==> config.mk <==
export PLATFORM = sky130hd
export DESIGN_NAME = sync_fifo_param_flat
export DESIGN_NICKNAME = d
export VERILOG_FILES = /design/src/rtl/fifo_pkg.sv /design/src/rtl/sync_fifo_param_if.sv /design/src/rtl/fifo_mem.sv /design/src/rtl/sync_fifo_param.sv /design/src/flat_wrapper.sv
export SDC_FILE = /design/constraint.sdc
export NUM_CORES = 1
export LEC_CHECK = 0
export ABC_AREA = 1
export ABC_CLOCK_PERIOD_IN_PS = 2800
export BUFFER_PORTS_ARGS = -buffer_cell sky130_fd_sc_hd__buf_2
export CAP_MARGIN = 40
export CORE_ASPECT_RATIO = 1.25
export CORE_MARGIN = 2
export CORE_UTILIZATION = 60
export CTS_CLUSTER_SIZE = 8
export DETAILED_ROUTE_END_ITERATION = 12
export PLACE_DENSITY = 0.85
export SLEW_MARGIN = 20
export SYNTH_ARGS = -nofsm -noshare
export SYNTH_HDL_FRONTEND = slang
export SYNTH_SLANG_ARGS = --single-unit
==> constraint.sdc <==
create_clock -name clk -period 2.8 [get_ports clk]
set_input_delay 0.56 -clock clk [delete_from_list [all_inputs] [get_ports clk]]
set_output_delay 0.56 -clock clk [all_outputs]
set_load 0.01 [all_outputs]
==> src/rtl/fifo_pkg.sv <==
// Shared types and helpers for the parametrised synchronous FIFO.
package fifo_pkg;

  localparam int DEF_FIFO_WIDTH = 16;
  localparam int DEF_FIFO_DEPTH = 8;

  typedef struct packed {
    logic full;
    logic empty;
    logic almost_full;
    logic almost_empty;
  } fifo_status_t;

  // Wrap by explicit compare so non-power-of-two depths work.
  function automatic int unsigned ptr_inc(input int unsigned ptr, input int unsigned depth);
    return (ptr == depth - 1) ? 0 : ptr + 1;
  endfunction

endpackage

==> src/rtl/sync_fifo_param_if.sv <==
// Producer/consumer-side bundle of the parametrised synchronous FIFO.
interface sync_fifo_param_if
  import fifo_pkg::*;
#(
  parameter int FIFO_WIDTH = DEF_FIFO_WIDTH,
  parameter int FIFO_DEPTH = DEF_FIFO_DEPTH,
  parameter int CNT_W      = $clog2(FIFO_DEPTH + 1)
);
  logic [FIFO_WIDTH-1:0] din;
  logic                  wr_en;
  logic                  rd_en;
  logic                  err_clr;
  logic [FIFO_WIDTH-1:0] dout;
  logic                  wr_ack;
  logic                  overflow;
  logic                  underflow;
  logic                  full;
  logic                  empty;
  logic                  almost_full;
  logic                  almost_empty;
  logic [CNT_W-1:0]      count;
  logic                  ovf_sticky;
  logic                  udf_sticky;

  modport master (
    output din, wr_en, rd_en, err_clr,
    input  dout, wr_ack, overflow, underflow, full, empty,
           almost_full, almost_empty, count, ovf_sticky, udf_sticky
  );

  modport slave (
    input  din, wr_en, rd_en, err_clr,
    output dout, wr_ack, overflow, underflow, full, empty,
           almost_full, almost_empty, count, ovf_sticky, udf_sticky
  );
endinterface

==> src/rtl/fifo_mem.sv <==
// Simple dual-port storage: synchronous write, registered read port.
module fifo_mem #(
  parameter int FIFO_WIDTH = 16,
  parameter int FIFO_DEPTH = 8,
  parameter int PTR_W      = 3
) (
  input  logic                  clk,
  input  logic                  rst_n,
  input  logic                  wr_en,
  input  logic [PTR_W-1:0]      wr_addr,
  input  logic [FIFO_WIDTH-1:0] wr_data,
  input  logic                  rd_en,
  input  logic [PTR_W-1:0]      rd_addr,
  output logic [FIFO_WIDTH-1:0] rd_data
);
  logic [FIFO_WIDTH-1:0] mem [FIFO_DEPTH];

  always_ff @(posedge clk) begin
    if (wr_en) mem[wr_addr] <= wr_data;
  end

  // Old contents are read when the same slot is written in this cycle.
  always_ff @(posedge clk) begin
    if (!rst_n)     rd_data <= '0;
    else if (rd_en) rd_data <= mem[rd_addr];
  end
endmodule

==> src/rtl/sync_fifo_param.sv <==
// Parametrised synchronous FIFO: pointers, occupancy, status and error flags.
module sync_fifo_param
  import fifo_pkg::*;
#(
  parameter int FIFO_WIDTH = DEF_FIFO_WIDTH,
  parameter int FIFO_DEPTH = DEF_FIFO_DEPTH,
  parameter int AF_LEVEL   = FIFO_DEPTH - 1,
  parameter int AE_LEVEL   = 1,
  parameter int CNT_W      = $clog2(FIFO_DEPTH + 1)
) (
  input logic              clk,
  input logic              rst_n,
  sync_fifo_param_if.slave bus
);
  localparam int PTR_W = $clog2(FIFO_DEPTH);

  logic [PTR_W-1:0]      wr_ptr, rd_ptr;
  logic [CNT_W-1:0]      count_q;
  logic                  wr_acc, rd_acc;
  logic                  wr_ack_q, overflow_q, underflow_q;
  logic                  ovf_sticky_q, udf_sticky_q;
  logic [FIFO_WIDTH-1:0] dout_w;
  fifo_status_t          st;

  always_comb begin
    st.full         = (count_q == CNT_W'(FIFO_DEPTH));
    st.empty        = (count_q == '0);
    st.almost_full  = (count_q >= CNT_W'(AF_LEVEL));
    st.almost_empty = (count_q <= CNT_W'(AE_LEVEL));
  end

  // At full a write slips in only alongside a read that frees its slot.
  assign wr_acc = bus.wr_en && (!st.full || bus.rd_en);
  assign rd_acc = bus.rd_en && !st.empty;

  fifo_mem #(
    .FIFO_WIDTH(FIFO_WIDTH),
    .FIFO_DEPTH(FIFO_DEPTH),
    .PTR_W     (PTR_W)
  ) u_mem (
    .clk    (clk),
    .rst_n  (rst_n),
    .wr_en  (wr_acc),
    .wr_addr(wr_ptr),
    .wr_data(bus.din),
    .rd_en  (rd_acc),
    .rd_addr(rd_ptr),
    .rd_data(dout_w)
  );

  always_ff @(posedge clk) begin
    if (!rst_n) begin
      wr_ptr       <= '0;
      rd_ptr       <= '0;
      count_q      <= '0;
      wr_ack_q     <= 1'b0;
      overflow_q   <= 1'b0;
      underflow_q  <= 1'b0;
      ovf_sticky_q <= 1'b0;
      udf_sticky_q <= 1'b0;
    end else begin
      if (wr_acc) wr_ptr <= PTR_W'(ptr_inc(32'(wr_ptr), FIFO_DEPTH));
      if (rd_acc) rd_ptr <= PTR_W'(ptr_inc(32'(rd_ptr), FIFO_DEPTH));
      case ({wr_acc, rd_acc})
        2'b10:   count_q <= count_q + CNT_W'(1);
        2'b01:   count_q <= count_q - CNT_W'(1);
        default: count_q <= count_q;
      endcase
      wr_ack_q    <= wr_acc;
      overflow_q  <= bus.wr_en && !wr_acc;
      underflow_q <= bus.rd_en && st.empty;
      // A fresh error outranks a coincident clear.
      if (bus.wr_en && !wr_acc) ovf_sticky_q <= 1'b1;
      else if (bus.err_clr)     ovf_sticky_q <= 1'b0;
      if (bus.rd_en && st.empty) udf_sticky_q <= 1'b1;
      else if (bus.err_clr)      udf_sticky_q <= 1'b0;
    end
  end

  assign bus.dout         = dout_w;
  assign bus.count        = count_q;
  assign bus.full         = st.full;
  assign bus.empty        = st.empty;
  assign bus.almost_full  = st.almost_full;
  assign bus.almost_empty = st.almost_empty;
  assign bus.wr_ack       = wr_ack_q;
  assign bus.overflow     = overflow_q;
  assign bus.underflow    = underflow_q;
  assign bus.ovf_sticky   = ovf_sticky_q;
  assign bus.udf_sticky   = udf_sticky_q;
endmodule

==> src/flat_wrapper.sv <==
// flat-port wrapper written by rule: the top's interface ports become plain ports
module sync_fifo_param_flat import fifo_pkg::*;
#(
  parameter int FIFO_WIDTH = DEF_FIFO_WIDTH,
  parameter int FIFO_DEPTH = DEF_FIFO_DEPTH,
  parameter int AF_LEVEL   = FIFO_DEPTH - 1,
  parameter int AE_LEVEL   = 1,
  parameter int CNT_W      = $clog2(FIFO_DEPTH + 1)
)
  (clk, rst_n, bus_din, bus_wr_en, bus_rd_en, bus_err_clr, bus_dout, bus_wr_ack, bus_overflow, bus_underflow, bus_full, bus_empty, bus_almost_full, bus_almost_empty, bus_count, bus_ovf_sticky, bus_udf_sticky);
  sync_fifo_param_if #(.FIFO_WIDTH(FIFO_WIDTH), .FIFO_DEPTH(FIFO_DEPTH), .CNT_W(CNT_W)) bus_i ();
  input logic clk;
  input logic rst_n;
  input wire logic [$bits(bus_i.din)-1:0] bus_din;
  input wire logic [$bits(bus_i.wr_en)-1:0] bus_wr_en;
  input wire logic [$bits(bus_i.rd_en)-1:0] bus_rd_en;
  input wire logic [$bits(bus_i.err_clr)-1:0] bus_err_clr;
  output wire logic [$bits(bus_i.dout)-1:0] bus_dout;
  output wire logic [$bits(bus_i.wr_ack)-1:0] bus_wr_ack;
  output wire logic [$bits(bus_i.overflow)-1:0] bus_overflow;
  output wire logic [$bits(bus_i.underflow)-1:0] bus_underflow;
  output wire logic [$bits(bus_i.full)-1:0] bus_full;
  output wire logic [$bits(bus_i.empty)-1:0] bus_empty;
  output wire logic [$bits(bus_i.almost_full)-1:0] bus_almost_full;
  output wire logic [$bits(bus_i.almost_empty)-1:0] bus_almost_empty;
  output wire logic [$bits(bus_i.count)-1:0] bus_count;
  output wire logic [$bits(bus_i.ovf_sticky)-1:0] bus_ovf_sticky;
  output wire logic [$bits(bus_i.udf_sticky)-1:0] bus_udf_sticky;
  assign bus_i.din = bus_din;
  assign bus_i.wr_en = bus_wr_en;
  assign bus_i.rd_en = bus_rd_en;
  assign bus_i.err_clr = bus_err_clr;
  assign bus_dout = bus_i.dout;
  assign bus_wr_ack = bus_i.wr_ack;
  assign bus_overflow = bus_i.overflow;
  assign bus_underflow = bus_i.underflow;
  assign bus_full = bus_i.full;
  assign bus_empty = bus_i.empty;
  assign bus_almost_full = bus_i.almost_full;
  assign bus_almost_empty = bus_i.almost_empty;
  assign bus_count = bus_i.count;
  assign bus_ovf_sticky = bus_i.ovf_sticky;
  assign bus_udf_sticky = bus_i.udf_sticky;
  sync_fifo_param #(.FIFO_WIDTH(FIFO_WIDTH), .FIFO_DEPTH(FIFO_DEPTH), .AF_LEVEL(AF_LEVEL), .AE_LEVEL(AE_LEVEL), .CNT_W(CNT_W)) u_core (.clk(clk), .rst_n(rst_n), .bus(bus_i));
endmodule
==> results by group <==
Setup path
  • Slowest cell delay on critical path: 0.44 ns
  • Critical R2R Launch: u_core.bus.count[0]
  • CP endpoint kind: flip-flop
  • WP data required: 3.15 ns
  • Reg2Reg Depth: 11
  • CP max-delay cell: ha_1
  • Reg-to-reg endpoint: u_core.bus.count[3]
  • Internal reg-to-reg setup slack: 0.56 ns
  • Crit-path max FO: 17
  • Delay-heaviest family, CP: adder cells
  • Critical Path, Cell by Cell: inv_1, ha_1, nand3_2, nand2_2, clkinv_2, ha_1, nor2_1, nand4_1, nand2_1, o21ai_0, a21oi_1
  • CP Class: reg -> reg
  • Worst Path Arrival: 2.60 ns
  • Buf/Inv on CP: 2
  • Type of origin of the critical path: flip-flop
  • Cell repeated most along the worst path: ha_1

STA
  • Period minus WS final: 2.243 ns
  • Final Hold Viols: 0
  • Slew @ Worst Pin: 0.7019 ns
  • Crit share post-route: 80.09%
  • RSZ-0062 raised after global routing: false
  • Max Fclk: 445.9 MHz
  • Slew Viols, Final: 0
  • Final setup margin: 0.5575 ns
  • Fin Hold WS: 0.4292 ns
  • Relative slew slack: 53.21%
  • Final Setup Violations: 0
  • Layout Skew: 0.01093 ns
  • Setup TNS: 0 ns

Hold path
  • Hold Path Depth: 3
  • Worst Hold Class: in -> reg
  • Hold path endpoint: u_core.bus.udf_sticky
  • Hold Path Origin: bus_err_clr

Detailed routing
  • Initial drt markers: 644
  • Routed vias: 4842
  • Final ANT Viol Nets: 0
  • Detailed-route DRC error count: 0
  • Routed WL per cell: 17.11 um
  • Drt via density: 5.598
  • 1st-pass router iterations: 7
  • DRT Wirelength: 14800 um

Synthesis
  • Largest family of logic cells by synthesized area: simple AND/OR/NAND/NOR gates
  • Simple-gate share of the synthesized area: 19.52%
  • Distinct cells, synth: 26
  • Post-Syn Area per Cell: 10.10 um2
  • Synth warn: 0
  • Synth Area in Compound Gates: 2.951%
  • Seq cells post-synth: 159
  • Mapped cell area: 6699 um2
  • Post-Synth Adder-Cell Area: 1.494%
  • Post-Synth XOR/XNOR Area: 0.1307%
  • Syn nets: 692
  • Register area share after synthesis: 66.64%
  • Multiplexer share of the synthesized area: 0%
  • Mapped Cells: 663

Placement
  • Placed Cells: 833
  • PortBufs: 49
  • Routability congestion estimate: 0.9161
  • Pre-CTS setup slack: 0.6138 ns
  • Hpwl dp: 9154 um
  • Placed cell areas: 7074 um2

Power
  • Sequential share of power: 41.0%
  • Sw frac: 30.86%
  • Power per cell area: 896.8 nW/um2
  • Clock power frac: 34.2%
  • Psw: 2.125 mW
  • Logic pwr share: 24.9%
  • Worst VDD drop: 0.4647 mV
  • LEAKAGE: 3.376 nW
  • Int Power: 4.762 mW
  • Total power: 6.887 mW

Clock network
  • Setup bufs post-CTS: 0
  • Clock root buffer: clkbuf_16
  • Clock Latency Late Sink: 0.42 ns
  • Clk slew on worst S/H paths: 0.06 ns
  • H-tree levels: 4
  • CTS tree: built
  • Sink Count: 159
  • Clock Tree Buf Depth: 2
  • TritonCTS Buffers: 17
  • PostCTS Resize Cnt: 0
  • Hold buffers post-CTS: 0

Die
  • Die Wd: 98.51 um
  • Die Ht: 122.1 um
  • Initial Utilization: 61.04%
  • Io pins: 50
  • Std-Cell Rows: 43
  • Die area: 12030 um2
  • Core Region: 10980 um2

Global route
  • First-pass GRT wire length: 23290 um
  • Initial antenna violation count: 0
  • Total GRT Usage: 25.59%
  • Largest net degree at the start of global routing: 66
  • Vias in the first global route: 4657
  • GRT Residual Overflow: 0

Finish
  • Ant diodes: 0
  • Fin area: 7680 um2
  • FILL cells: 721
  • Synth-to-Final Area Change: 14.64%
  • Fin util: 69.97%
  • Final net count: 746
  • Non-filler cells, final: 865
  • Share of layout cells above drive strength 1: 13.70%

Run
  • Max-Cap Viols: 0

Outcome
  • Status: complete, no violations
[cell type report]
type / count / area [um2] / share of cell area (%)
sequential: 159 / 4466 / 58.15
multi-input combinational: 356 / 1614 / 21.02
inverter: 119 / 447.9 / 5.833
clock buffer: 20 / 436.7 / 5.686
timing repair buffer: 64 / 377.9 / 4.920
clock inverter: 12 / 168.9 / 2.199
tap: 135 / 168.9 / 2.199
[cells in the mapped netlist]
master,instances,area (um2)
inv_1,113,424.2
nor3_1,2,10.01
buf_6,2,22.52
inv_2,4,15.01
nand4_1,3,18.77
nand2_1,188,705.7
clkinv_1,1,3.750
edfxtp_1,128,3844
o31ai_1,1,7.510
dfxtp_1,31,620.6
clkbuf_1,4,15.01
clkinv_2,1,5.000
o21a_1,1,7.510
buf_2,15,75.07
ha_1,8,100.1
xor2_1,1,8.760
nand3_1,98,490.5
nand2_2,1,6.260
nor2_1,16,60.06
or2_2,1,6.260
o21ai_0,6,30.03
o22ai_1,2,12.51
a211oi_1,2,15.01
a21oi_1,25,125.1
buf_4,8,60.06
nand3_2,1,10.01
[how the worst max path moves through the flow]
stage	end	cells after the start	start	slack (ns)
global placement	u_core.bus.count[3]	11	u_core.bus.count[0]	0.71
finish	u_core.bus.count[3]	11	u_core.bus.count[0]	0.56
global route	u_core.bus.count[3]	11	u_core.bus.count[0]	0.36
detailed placement	u_core.bus.count[3]	11	u_core.bus.count[0]	0.61
CTS	u_core.bus.count[3]	11	u_core.bus.count[0]	0.60
floorplan	u_core.u_mem.mem[1][0]	7	u_core.bus.count[0]	0.54
[power groups by stage]
stage | sequential, mW | clock [mW] | combinational (mW)
6_report | 2.82 | 2.35 | 1.71
5_1_grt | 2.84 | 2.47 | 1.89
4_1_cts | 2.82 | 2.37 | 1.69
3_5_place_dp | 2.87 | 0 | 1.67
3_3_place_gp | 2.86 | 0 | 1.58
2_1_floorplan | 2.91 | 0 | 1.14
[worst register-to-register path, delay by kind of cell, from the launching register on]
family                     cells  cell delay [ns]
adders and majority gates      2             0.71
and+or+nand+nor                5             0.54
buffers and inverters          2             0.37
DFF                            1             0.35
AOI/OAI and AO/OA              2             0.20
[per-layer routing]
metal | vias up | wire length, um | global-route usage [%]
met5 | - | 0 | 0
met4 | 0 | 337 | 10.70
met3 | 38 | 1468 | 7.344
met2 | 304 | 7198 | 40.73
met1 | 2238 | 5799 | 33.24
li1 | 2262 | - | -
[state kept, by name, summed over array words and instances, names as in the netlist]
register	cells
u_core.bus.ovf_sticky	1
u_core.bus.udf_sticky	1
u_core.bus.wr_ack	1
u_core.u_mem.rd_data	16
u_core.wr_ptr	3
u_core.bus.count	4
u_core.u_mem.mem	128
u_core.bus.overflow	1
u_core.bus.underflow	1
u_core.rd_ptr	3
[kinds of logic after synthesis]
logic type / after synthesis
flops: 159
buf+inv: 148
xor+xnor: 1
simple gates: 310
compound gates: 37
fa+ha+maj: 8
[layout by cell type, fill, tap and decap left out, types with 4 or more instances in the layout]
cell type,instances
nand3_1,98
inv_1,113
clkbuf_16,17
ha_1,8
nand2_1,188
o21ai_0,6
bufinv_16,4
buf_4,13
edfxtp_1,128
a21oi_1,25
nor2_1,16
buf_2,49
inv_2,4
dfxtp_1,30
(Power assumes the default switching activity.)
